===== src/rtl/reduce_tree_pipe.sv =====
// rtl/reduce_tree_pipe.sv - pipelined 4-ary reduction tree (OR/AND/XOR/NOR) with valid/ready flow control
// Optional packet accumulate stage after the tree, enabled by macro REDUCE_ACCUM_EN.
module reduce_tree_pipe #(
    parameter int WIDTH = 32
) (
    input  logic             clk,
    input  logic             reset,
    input  logic [WIDTH-1:0] in_data,
    input  logic [1:0]       in_mode,
    input  logic             in_valid,
`ifdef REDUCE_ACCUM_EN
    input  logic             in_last,
`endif
    output logic             in_ready,
    output logic             out_result,
    output logic             out_valid,
    input  logic             out_ready
);

    localparam logic [1:0] MODE_OR  = 2'b00;
    localparam logic [1:0] MODE_AND = 2'b01;
    localparam logic [1:0] MODE_XOR = 2'b10;
    localparam logic [1:0] MODE_NOR = 2'b11;

    // Number of 4-input nodes produced by tree level lvl-1 (lvl_width(0) is the operand).
    function automatic int lvl_width(input int lvl);
        int w;
        w = WIDTH;
        for (int i = 0; i < lvl; i++) begin
            w = (w + 3) / 4;
        end
        return w;
    endfunction

    function automatic int num_levels();
        int w;
        int n;
        w = WIDTH;
        n = 0;
        for (int i = 0; i < 16; i++) begin
            if (w > 1) begin
                w = (w + 3) / 4;
                n = n + 1;
            end
        end
        return n;
    endfunction

    function automatic int stage_offset(input int lvl);
        int o;
        o = 0;
        for (int i = 0; i < lvl; i++) begin
            o = o + lvl_width(i + 1);
        end
        return o;
    endfunction

    function automatic logic combine4(input logic [3:0] q, input logic [1:0] mode);
        case (mode)
            MODE_AND: return &q;
            MODE_XOR: return ^q;
            default:  return |q;
        endcase
    endfunction

    localparam int LEVELS  = num_levels();
    localparam int TOTAL_W = stage_offset(LEVELS);

`ifdef REDUCE_ACCUM_EN
    localparam int ACCUM_ON = 1;
`else
    localparam int ACCUM_ON = 0;
`endif

    // The last tree stage only needs to carry its mode forward when the accumulator consumes it.
    localparam int MODE_SLOTS = ((LEVELS - 1 + ACCUM_ON) > 0) ? (LEVELS - 1 + ACCUM_ON) : 1;

    logic w_stall;
    logic w_advance;

    logic [TOTAL_W-1:0]      w_stage_data;
    logic [2*MODE_SLOTS-1:0] w_stage_mode;
    logic [LEVELS-1:0]       w_stage_valid;
`ifdef REDUCE_ACCUM_EN
    logic [LEVELS-1:0]       w_stage_last;
`endif

    assign w_stall   = out_valid && !out_ready;
    assign w_advance = !w_stall;
    assign in_ready  = w_advance;

    for (genvar l = 0; l < LEVELS; l++) begin : g_lvl
        localparam int IW = lvl_width(l);
        localparam int OW = lvl_width(l + 1);
        localparam int PW = 4 * OW;
        localparam bit IS_LAST = (l == LEVELS - 1);

        logic [IW-1:0] w_in;
        logic [1:0]    w_mode_in;
        logic          w_valid_in;
        logic [PW-1:0] w_pad;
        logic [OW-1:0] w_comb;
        logic [OW-1:0] r_data;
        logic          r_valid;
`ifdef REDUCE_ACCUM_EN
        logic          w_last_in;
        logic          r_last;
`endif

        if (l == 0) begin : g_head
            assign w_in       = in_data;
            assign w_mode_in  = in_mode;
            assign w_valid_in = in_valid;
`ifdef REDUCE_ACCUM_EN
            assign w_last_in  = in_last;
`endif
        end else begin : g_body
            assign w_in       = w_stage_data[stage_offset(l - 1) +: IW];
            assign w_mode_in  = w_stage_mode[2*(l-1) +: 2];
            assign w_valid_in = w_stage_valid[l-1];
`ifdef REDUCE_ACCUM_EN
            assign w_last_in  = w_stage_last[l-1];
`endif
        end

        // Padding lanes take the identity of the beat's own mode.
        always_comb begin
            w_pad = {PW{w_mode_in == MODE_AND}};
            w_pad[IW-1:0] = w_in;
        end

        always_comb begin
            w_comb = '0;
            for (int n = 0; n < OW; n++) begin
                w_comb[n] = combine4(w_pad[4*n +: 4], w_mode_in);
            end
            if (IS_LAST && (w_mode_in == MODE_NOR)) begin
                w_comb = ~w_comb;
            end
        end

        always_ff @(posedge clk) begin
            if (reset) begin
                r_valid <= 1'b0;
                r_data  <= '0;
`ifdef REDUCE_ACCUM_EN
                r_last  <= 1'b0;
`endif
            end else if (w_advance) begin
                r_valid <= w_valid_in;
                r_data  <= w_comb;
`ifdef REDUCE_ACCUM_EN
                r_last  <= w_last_in;
`endif
            end
        end

        if (!IS_LAST || (ACCUM_ON == 1)) begin : g_mode
            logic [1:0] r_mode;

            always_ff @(posedge clk) begin
                if (reset) begin
                    r_mode <= MODE_OR;
                end else if (w_advance) begin
                    r_mode <= w_mode_in;
                end
            end

            assign w_stage_mode[2*l +: 2] = r_mode;
        end

        assign w_stage_data[stage_offset(l) +: OW] = r_data;
        assign w_stage_valid[l] = r_valid;
`ifdef REDUCE_ACCUM_EN
        assign w_stage_last[l]  = r_last;
`endif
    end

    logic w_tree_valid;
    logic w_tree_result;

    assign w_tree_valid  = w_stage_valid[LEVELS-1];
    assign w_tree_result = w_stage_data[TOTAL_W-1];

`ifdef REDUCE_ACCUM_EN
    logic [1:0] w_tree_mode;
    logic       w_tree_last;
    logic [1:0] w_pkt_mode;
    logic       w_acc_src;
    logic       w_acc_next;

    logic       r_acc;
    logic [1:0] r_acc_mode;
    logic       r_in_pkt;
    logic       r_out_valid;
    logic       r_out_result;

    assign w_tree_mode = w_stage_mode[2*(LEVELS-1) +: 2];
    assign w_tree_last = w_stage_last[LEVELS-1];

    // A packet's first beat merges with the identity of its own mode; zero flags merge by AND.
    always_comb begin
        w_pkt_mode = r_in_pkt ? r_acc_mode : w_tree_mode;
        w_acc_src  = r_in_pkt ? r_acc : ((w_pkt_mode == MODE_AND) || (w_pkt_mode == MODE_NOR));
        case (w_pkt_mode)
            MODE_AND, MODE_NOR: w_acc_next = w_acc_src & w_tree_result;
            MODE_XOR:           w_acc_next = w_acc_src ^ w_tree_result;
            default:            w_acc_next = w_acc_src | w_tree_result;
        endcase
    end

    always_ff @(posedge clk) begin
        if (reset) begin
            r_acc        <= 1'b0;
            r_acc_mode   <= MODE_OR;
            r_in_pkt     <= 1'b0;
            r_out_valid  <= 1'b0;
            r_out_result <= 1'b0;
        end else if (w_advance) begin
            r_out_valid <= w_tree_valid && w_tree_last;
            if (w_tree_valid) begin
                if (w_tree_last) begin
                    r_out_result <= w_acc_next;
                    r_acc        <= 1'b0;
                    r_in_pkt     <= 1'b0;
                end else begin
                    r_acc      <= w_acc_next;
                    r_acc_mode <= w_pkt_mode;
                    r_in_pkt   <= 1'b1;
                end
            end
        end
    end

    assign out_valid  = r_out_valid;
    assign out_result = r_out_result;
`else
    assign out_valid  = w_tree_valid;
    assign out_result = w_tree_result;
`endif

endmodule


===== config.mk =====
export PLATFORM = sky130hd
export DESIGN_NAME = reduce_tree_pipe
export DESIGN_NICKNAME = d
export VERILOG_FILES = /design/src/rtl/reduce_tree_pipe.sv
export SDC_FILE = /design/constraint.sdc
export NUM_CORES = 1
export LEC_CHECK = 0
export CAP_MARGIN = 40
export CORE_ASPECT_RATIO = 1.25
export CORE_MARGIN = 4
export CORE_UTILIZATION = 45
export CTS_CLUSTER_DIAMETER = 120
export DETAILED_ROUTE_END_ITERATION = 8
export GPL_TIMING_DRIVEN = 0
export PLACE_DENSITY = 0.76
export SLEW_MARGIN = 0
export SYNTH_ARGS = -nofsm -noshare
export SYNTH_HDL_FRONTEND = slang
export SYNTH_SLANG_ARGS = --single-unit
export TNS_END_PERCENT = 5

===== constraint.sdc =====
create_clock -name clk -period 1.4 [get_ports clk]
set_clock_uncertainty 0.1 [all_clocks]
set_input_delay 0.28 -clock clk [delete_from_list [all_inputs] [get_ports clk]]
set_output_delay 0.28 -clock clk [all_outputs]
set_load 0.01 [all_outputs]

==> flow_summary.json, run 1 <==
{
  "overflow": 0,
  "end_kind": "flop",
  "synth_area_leader_cell": "ha_1",
  "path_class": "in2reg",
  "r2r_cells": 5,
  "r2r-end": "out_result",
  "ys_types": 21,
  "cp-start-kind": "primary input",
  "initial_core_util_pct": 47.0,
  "grt_pass1_vias": 1422,
  "drcViolationCount": 0,
  "synth_top_cell_area_share_pct": 34.2,
  "hold_path_end": "g_lvl[0].g_mode.r_mode[0]",
  "globalplace.congestion": 0.839,
  "vdd_drop_max_uv": 347,
  "cts.sinks": 18,
  "fmax_mhz": 663,
  "p_leak_nw": 1.36,
  "antenna_found_initial": 0,
  "cts_made_buffers": 3,
  "final_cell_mix": "inv_1, ha_1, clkdlybuf4s50_1",
  "ys_warn_count": 0,
  "synthTopCellsByArea": "ha_1, dfxtp_1, inv_1",
  "path_delay_family": "buffers and inverters",
  "diodes": 0,
  "r2r_start": "g_lvl[1].g_mode.r_mode[0]",
  "wirelength_um": 3550,
  "clock_latency_ps": 250,
  "holdCritStartpoint": "in_mode[0]",
  "rsz0062_at_grt": "yes",
  "drt-pass1-iter-count": 5,
  "max_slew.worst_pin.slew_ps": 536,
  "clk_path_buf_depth": 2,
  "finalSetupTns_ps": -631,
  "netlist_instances": 213,
  "crit_chain": "dlygate4sd2_1 > inv_1 > ha_4 > clkbuf_1 > a21oi_1 > o31ai_1",
  "hold_depth": 3,
  "io_pins": 41,
  "required_ps": 1450,
  "cp_data_arrival_time_ps": 1560,
  "die_x_um": 64.4,
  "slew_headroom_pct": 64.2,
  "r2r_slack_ps": -100,
  "portBuffers": 39,
  "die_area_um2": 5060,
  "drive_gt1_share_pct": 22.2,
  "drt-initial-drc-count": 55,
  "drv_cap": 0,
  "power_density_nw_per_um2": 603,
  "synth_area_um2": 1790,
  "critPathBufInv": 3,
  "vias_per_cell": 4.88,
  "final_common_cell": "inv_1",
  "hold_slack_ps": 350,
  "status": "finished with violations",
  "yosysSeqAreaShare_pct": 20.1,
  "fin_area_um2": 2520,
  "fin_ws_ps": -108,
  "vias": 1517,
  "grt_pass1_wl_um": 5760,
  "hold_violations": 0,
  "max_stage_delay_ps": 340,
  "ctsHtreeMaxLevel": 1,
  "hpwl_um": 2700,
  "syn-num-nets": 300,
  "violations": "setup timing",
  "postPlaceCellArea_um2": 2250,
  "syn_to_final_growth_pct": 40.6,
  "fp.dieH_um": 78.6,
  "wl_per_cell_um": 11.4,
  "grt_max_degree": 11,
  "period_share_pct": 108,
  "syn_area_per_cell_um2": 8.41,
  "cts.clk_slew.worst_paths_ps": 70,
  "crit_start": "in_mode[0]",
  "core_region_area_um2": 3820,
  "nets": 346,
  "crit_path_top_delay_cell": "clkbuf_1",
  "track_usage_pct": 13.9,
  "fin_util_pct": 66.0,
  "cts_tree": "yes",
  "final.fill_count": 320,
  "hold_class": "in2reg",
  "setup_viol": 12,
  "ys_ff_latch": 18,
  "slew_viol_final": 0,
  "p_total_w": 0.00152,
  "critical_path.max_fanout": 8,
  "ant_nets": 0,
  "post-route-min-period_ps": 1510,
  "rows": 25,
  "clockRootBuffer": "clkbuf_8"
}
registers in the layout, indices dropped and copies added (netlist names):
| register | count |
|---|---|
| g_lvl.r_valid | 2 |
| g_lvl.r_data | 10 |
| out_valid | 1 |
| out_result | 1 |
| g_lvl.g_mode.r_mode | 4 |
per-layer routing:
metal / GRT usage [%] / routed length [µm] / up-vias
met5: 0 / 0 / -
met4: 3.59 / 53 / 0
met3: 2.43 / 144 / 9
met2: 27.8 / 1950 / 28
met1: 14.5 / 1400 / 698
li1: - / - / 782
what timing repair did:
item                                   4_1_cts  5_1_grt
pin swaps                                    5       23
setup endpoints to repair                   14       12
endpoints found under the hold margin        0        0
setup buffers                                4        0
hold buffers                                 0        0
gates resized for setup                     24       37
worst max path at each step:
| stage | endpoint | slack, ps | cells after the start |
|---|---|---|---|
| after floorplan | out_result | -80 | 5 |
| after global placement | g_lvl[0].r_data[6] | -880 | 7 |
| after detailed placement | g_lvl[0].r_data[6] | -910 | 7 |
| after CTS | in_ready | -150 | 6 |
| after global routing | g_lvl[0].r_data[2] | -200 | 6 |
| final | g_lvl[0].r_data[2] | -110 | 6 |
report_power, final:
group / switching [W] / internal [W]
registers: 0.0000287 / 0.000561
clock network: 0.000168 / 0.000191
logic: 0.000260 / 0.000311
worst reg2reg max path, delay by kind of cell, from the launching register on:
family	cells	cell delay [ps]
AO/OA/AOI/OAI	1	210
adder cells (fa/ha/maj)	1	220
buffers and inverters	1	60
flip-flops	1	370
AND/OR/NAND/NOR	2	460
cells by family (layout without fill, tap and decap cells):
logic type	Yosys count	count (layout)	share of synthesized area [%]
xor gates and xnor gates	10	10	4.89
AOI/OAI and AO/OA	39	39	14.8
adders and majority gates	49	49	34.2
and+or+nand+nor	39	39	12.6
DFF	18	18	20.1
buffers and inverters	58	102	13.4
synth_stat cells:
cell,n
nand2b_1,1
xor2_1,10
a21oi_1,16
dfxtp_1,18
o21ai_0,1
or3_1,4
and3_1,10
inv_1,48
a221oi_1,1
ha_1,49
nor2_1,3
or3_2,7
buf_6,3
nand2_1,12
and3b_1,1
clkbuf_1,6
a311oi_1,1
a31o_2,10
nor2b_4,1
inv_2,1
o31ai_1,10
final cells by class:
cell class | instances | area, µm² | area share (%)
clock buffer | 3 | 41.3 | 1.64
buffer | 7 | 51.3 | 2.04
tap | 54 | 67.6 | 2.68
multi-input combinational | 137 | 1340 | 53.4
sequential | 18 | 369 | 14.7
inverter | 49 | 184 | 7.30
timing repair buffer | 43 | 462 | 18.3
per-stage QoR:
stage | cells | setup WS (ps)
after floorplan | 213 | -75.1
after global placement | 306 | -884
after detailed placement | 306 | -910
after CTS | 312 | -147
after global routing | 311 | -203
final | 311 | -108
Note: power is estimated with default switching activity, not from simulation.
==> run 2: changes to the inputs <==
--- a/config.mk
+++ b/config.mk
@@ -13,6 +13,7 @@
 export DETAILED_ROUTE_END_ITERATION = 8
 export GPL_TIMING_DRIVEN = 0
 export PLACE_DENSITY = 0.76
+export REMOVE_ABC_BUFFERS = 1
 export SLEW_MARGIN = 0
 export SYNTH_ARGS = -nofsm -noshare
 export SYNTH_HDL_FRONTEND = slang
==> run 2 against run 1 <==
  * The flow still finishes with violations (setup timing)
  * First-iteration DRC count is 15% higher
  * Wire length is 0.28% higher
  * Total power is 1.6% higher
  * Design area is 4.0% lower
  * Utilization is 2.7 points lower
  * Hold slack worse by 37 ps
  * Clock-buffer cell count is 1 higher
  * Critical path depth is 1 lower
  * Sequential share of layout area is 0.61 points higher
  * Sequential power hardly changed
  * Fmax is 2.3% higher
  * Via count is 1.6% lower
  * Largest cell class unchanged
  * Largest power group unchanged
==> flow_summary.json, run 2 (synthesis results as in run 1) <==
{
  "power_density_nw_per_um2": 638,
  "hold_violations": 0,
  "ctsHtreeMaxLevel": 1,
  "nets": 339,
  "holdCritStartpoint": "in_mode[0]",
  "drcViolationCount": 0,
  "r2r-end": "out_result",
  "critical_path.max_fanout": 4,
  "required_ps": 1470,
  "path_class": "reg2reg",
  "fmax_mhz": 679,
  "core_region_area_um2": 3820,
  "final_cell_mix": "inv_1, ha_1, a21oi_1",
  "finalSetupTns_ps": -193,
  "fin_util_pct": 63.3,
  "drt-initial-drc-count": 63,
  "ant_nets": 0,
  "seqCellArea_um2": 369,
  "syn_to_final_growth_pct": 34.9,
  "period_share_pct": 105,
  "vias": 1493,
  "initial_core_util_pct": 47.0,
  "setup_viol": 5,
  "hold_path_end": "g_lvl[0].g_mode.r_mode[0]",
  "end_kind": "flop",
  "diodes": 0,
  "portBuffers": 40,
  "multi_input_area_um2": 1300,
  "top_regs": "g_lvl.r_data x10, g_lvl.g_mode.r_mode x4, g_lvl.r_valid x2",
  "cts.sinks": 18,
  "cp-start-kind": "flop",
  "io_pins": 41,
  "largest_reg_flops": 10,
  "p_total_w": 0.00154,
  "hpwl_um": 2610,
  "overflow": 0,
  "final.fill_count": 341,
  "r2r_cells": 5,
  "hold_class": "in2reg",
  "cts.clk_slew.worst_paths_ps": 70,
  "wirelength_um": 3560,
  "fp.dieH_um": 78.6,
  "max_slew.worst_pin.slew_ps": 600,
  "grt_max_degree": 21,
  "slew_viol_final": 0,
  "post-route-min-period_ps": 1470,
  "rows": 25,
  "drive_gt1_share_pct": 19.9,
  "cts_made_buffers": 3,
  "cp_data_arrival_time_ps": 1540,
  "r2r_slack_ps": -70,
  "hold_slack_ps": 313,
  "grt_pass1_wl_um": 5920,
  "hold_depth": 3,
  "final_common_cell": "inv_1",
  "vias_per_cell": 4.90,
  "clockRootBuffer": "clkbuf_8",
  "status": "finished with violations",
  "clock_latency_ps": 250,
  "max_stage_delay_ps": 360,
  "crit_chain": "inv_1 > ha_2 > and3b_1 > or3_1 > a311oi_1",
  "violations": "setup timing",
  "post-place-ws_ps": -686,
  "cts_tree": "yes",
  "die_x_um": 64.4,
  "die_area_um2": 5060,
  "antenna_found_initial": 0,
  "drt-pass1-iter-count": 4,
  "globalplace.congestion": 0.786,
  "rsz0062_at_grt": "yes",
  "track_usage_pct": 14.3,
  "regMostFlops": "g_lvl.r_data",
  "grt_pass1_vias": 1468,
  "drv_cap": 0,
  "crit_path_top_delay_cell": "dfxtp_4",
  "wl_per_cell_um": 11.7,
  "slew_headroom_pct": 60.0,
  "clk_path_buf_depth": 2,
  "vdd_drop_max_uv": 335,
  "fin_ws_ps": -73.6,
  "r2r_start": "g_lvl[1].g_mode.r_mode[1]",
  "p_leak_nw": 1.34
}
-- run 2: changes by cell type in the layout (fill, tap and decap cells not counted), moves of 2 or more --
cell | previous run | this run
buf_6 | 6 | 0
clkdlybuf4s50_1 | 19 | 13
dlygate4sd2_1 | 5 | 11
clkbuf_1 | 4 | 0
buf_4 | 1 | 3
inv_2 | 8 | 6
xor2_1 | 8 | 10
xor2_2 | 2 | 0
-- run 2: critical path, delay by kind of cell (launching register included) --
family | cells | cell delay, ps
AO/OA/AOI/OAI | 1 | 200
adder cells (fa/ha/maj) | 1 | 180
buffers and inverters | 1 | 60
flip-flops | 1 | 360
AND/OR/NAND/NOR | 2 | 480
-- run 2: area by class of cell --
cell class                      count  share of cell area, %
Multi-Input combinational cell    137                   53.7
Timing Repair Buffer               43                   18.2
Sequential cell                    18                   15.3
Inverter                           49                   7.82
Tap cell                           54                   2.80
Clock buffer                        4                   2.28
-- run 2: repair_timing --
action,CTS,global route
hold buffers,0,0
resized for setup,34,26
gates cloned,0,0
setup buffers,3,0
pin swaps,14,16
setup endpoints to repair,14,12
-- run 2: worst max path at each step --
stage                                          from          to  slack (ps)
after floorplan           g_lvl[1].g_mode.r_mode[0]  out_result        -150
after global placement                    out_ready    in_ready        -670
after detailed placement                  out_ready    in_ready        -690
after CTS                 g_lvl[1].g_mode.r_mode[0]  out_result         -50
after global routing      g_lvl[1].g_mode.r_mode[1]  out_result        -150
final                     g_lvl[1].g_mode.r_mode[1]  out_result         -70
-- run 2: per-stage QoR --
stage | cell area, µm² | instances
after global routing | 2420 | 305
after detailed placement | 2200 | 298
after floorplan | 1740 | 204
final | 2420 | 305
after CTS | 2320 | 305
after global placement | 2200 | 298
-- run 2: where the power goes --
group          switching (W)  internal, W  total (W)
logic               0.000247     0.000285   0.000532
registers          0.0000302     0.000561   0.000592
clock network       0.000170     0.000250   0.000420
-- run 2: layer usage --
metal  GRT usage [%]  wire length [µm]  share of wire, %  vias to the layer above
met4            4.44                44               1.2                        0
met5               0                 0                 0                        -
met3            1.72               113               3.2                        5
li1                -                 -                 -                      773
met2            28.8              1980                56                       24
met1            15.0              1420                40                      691
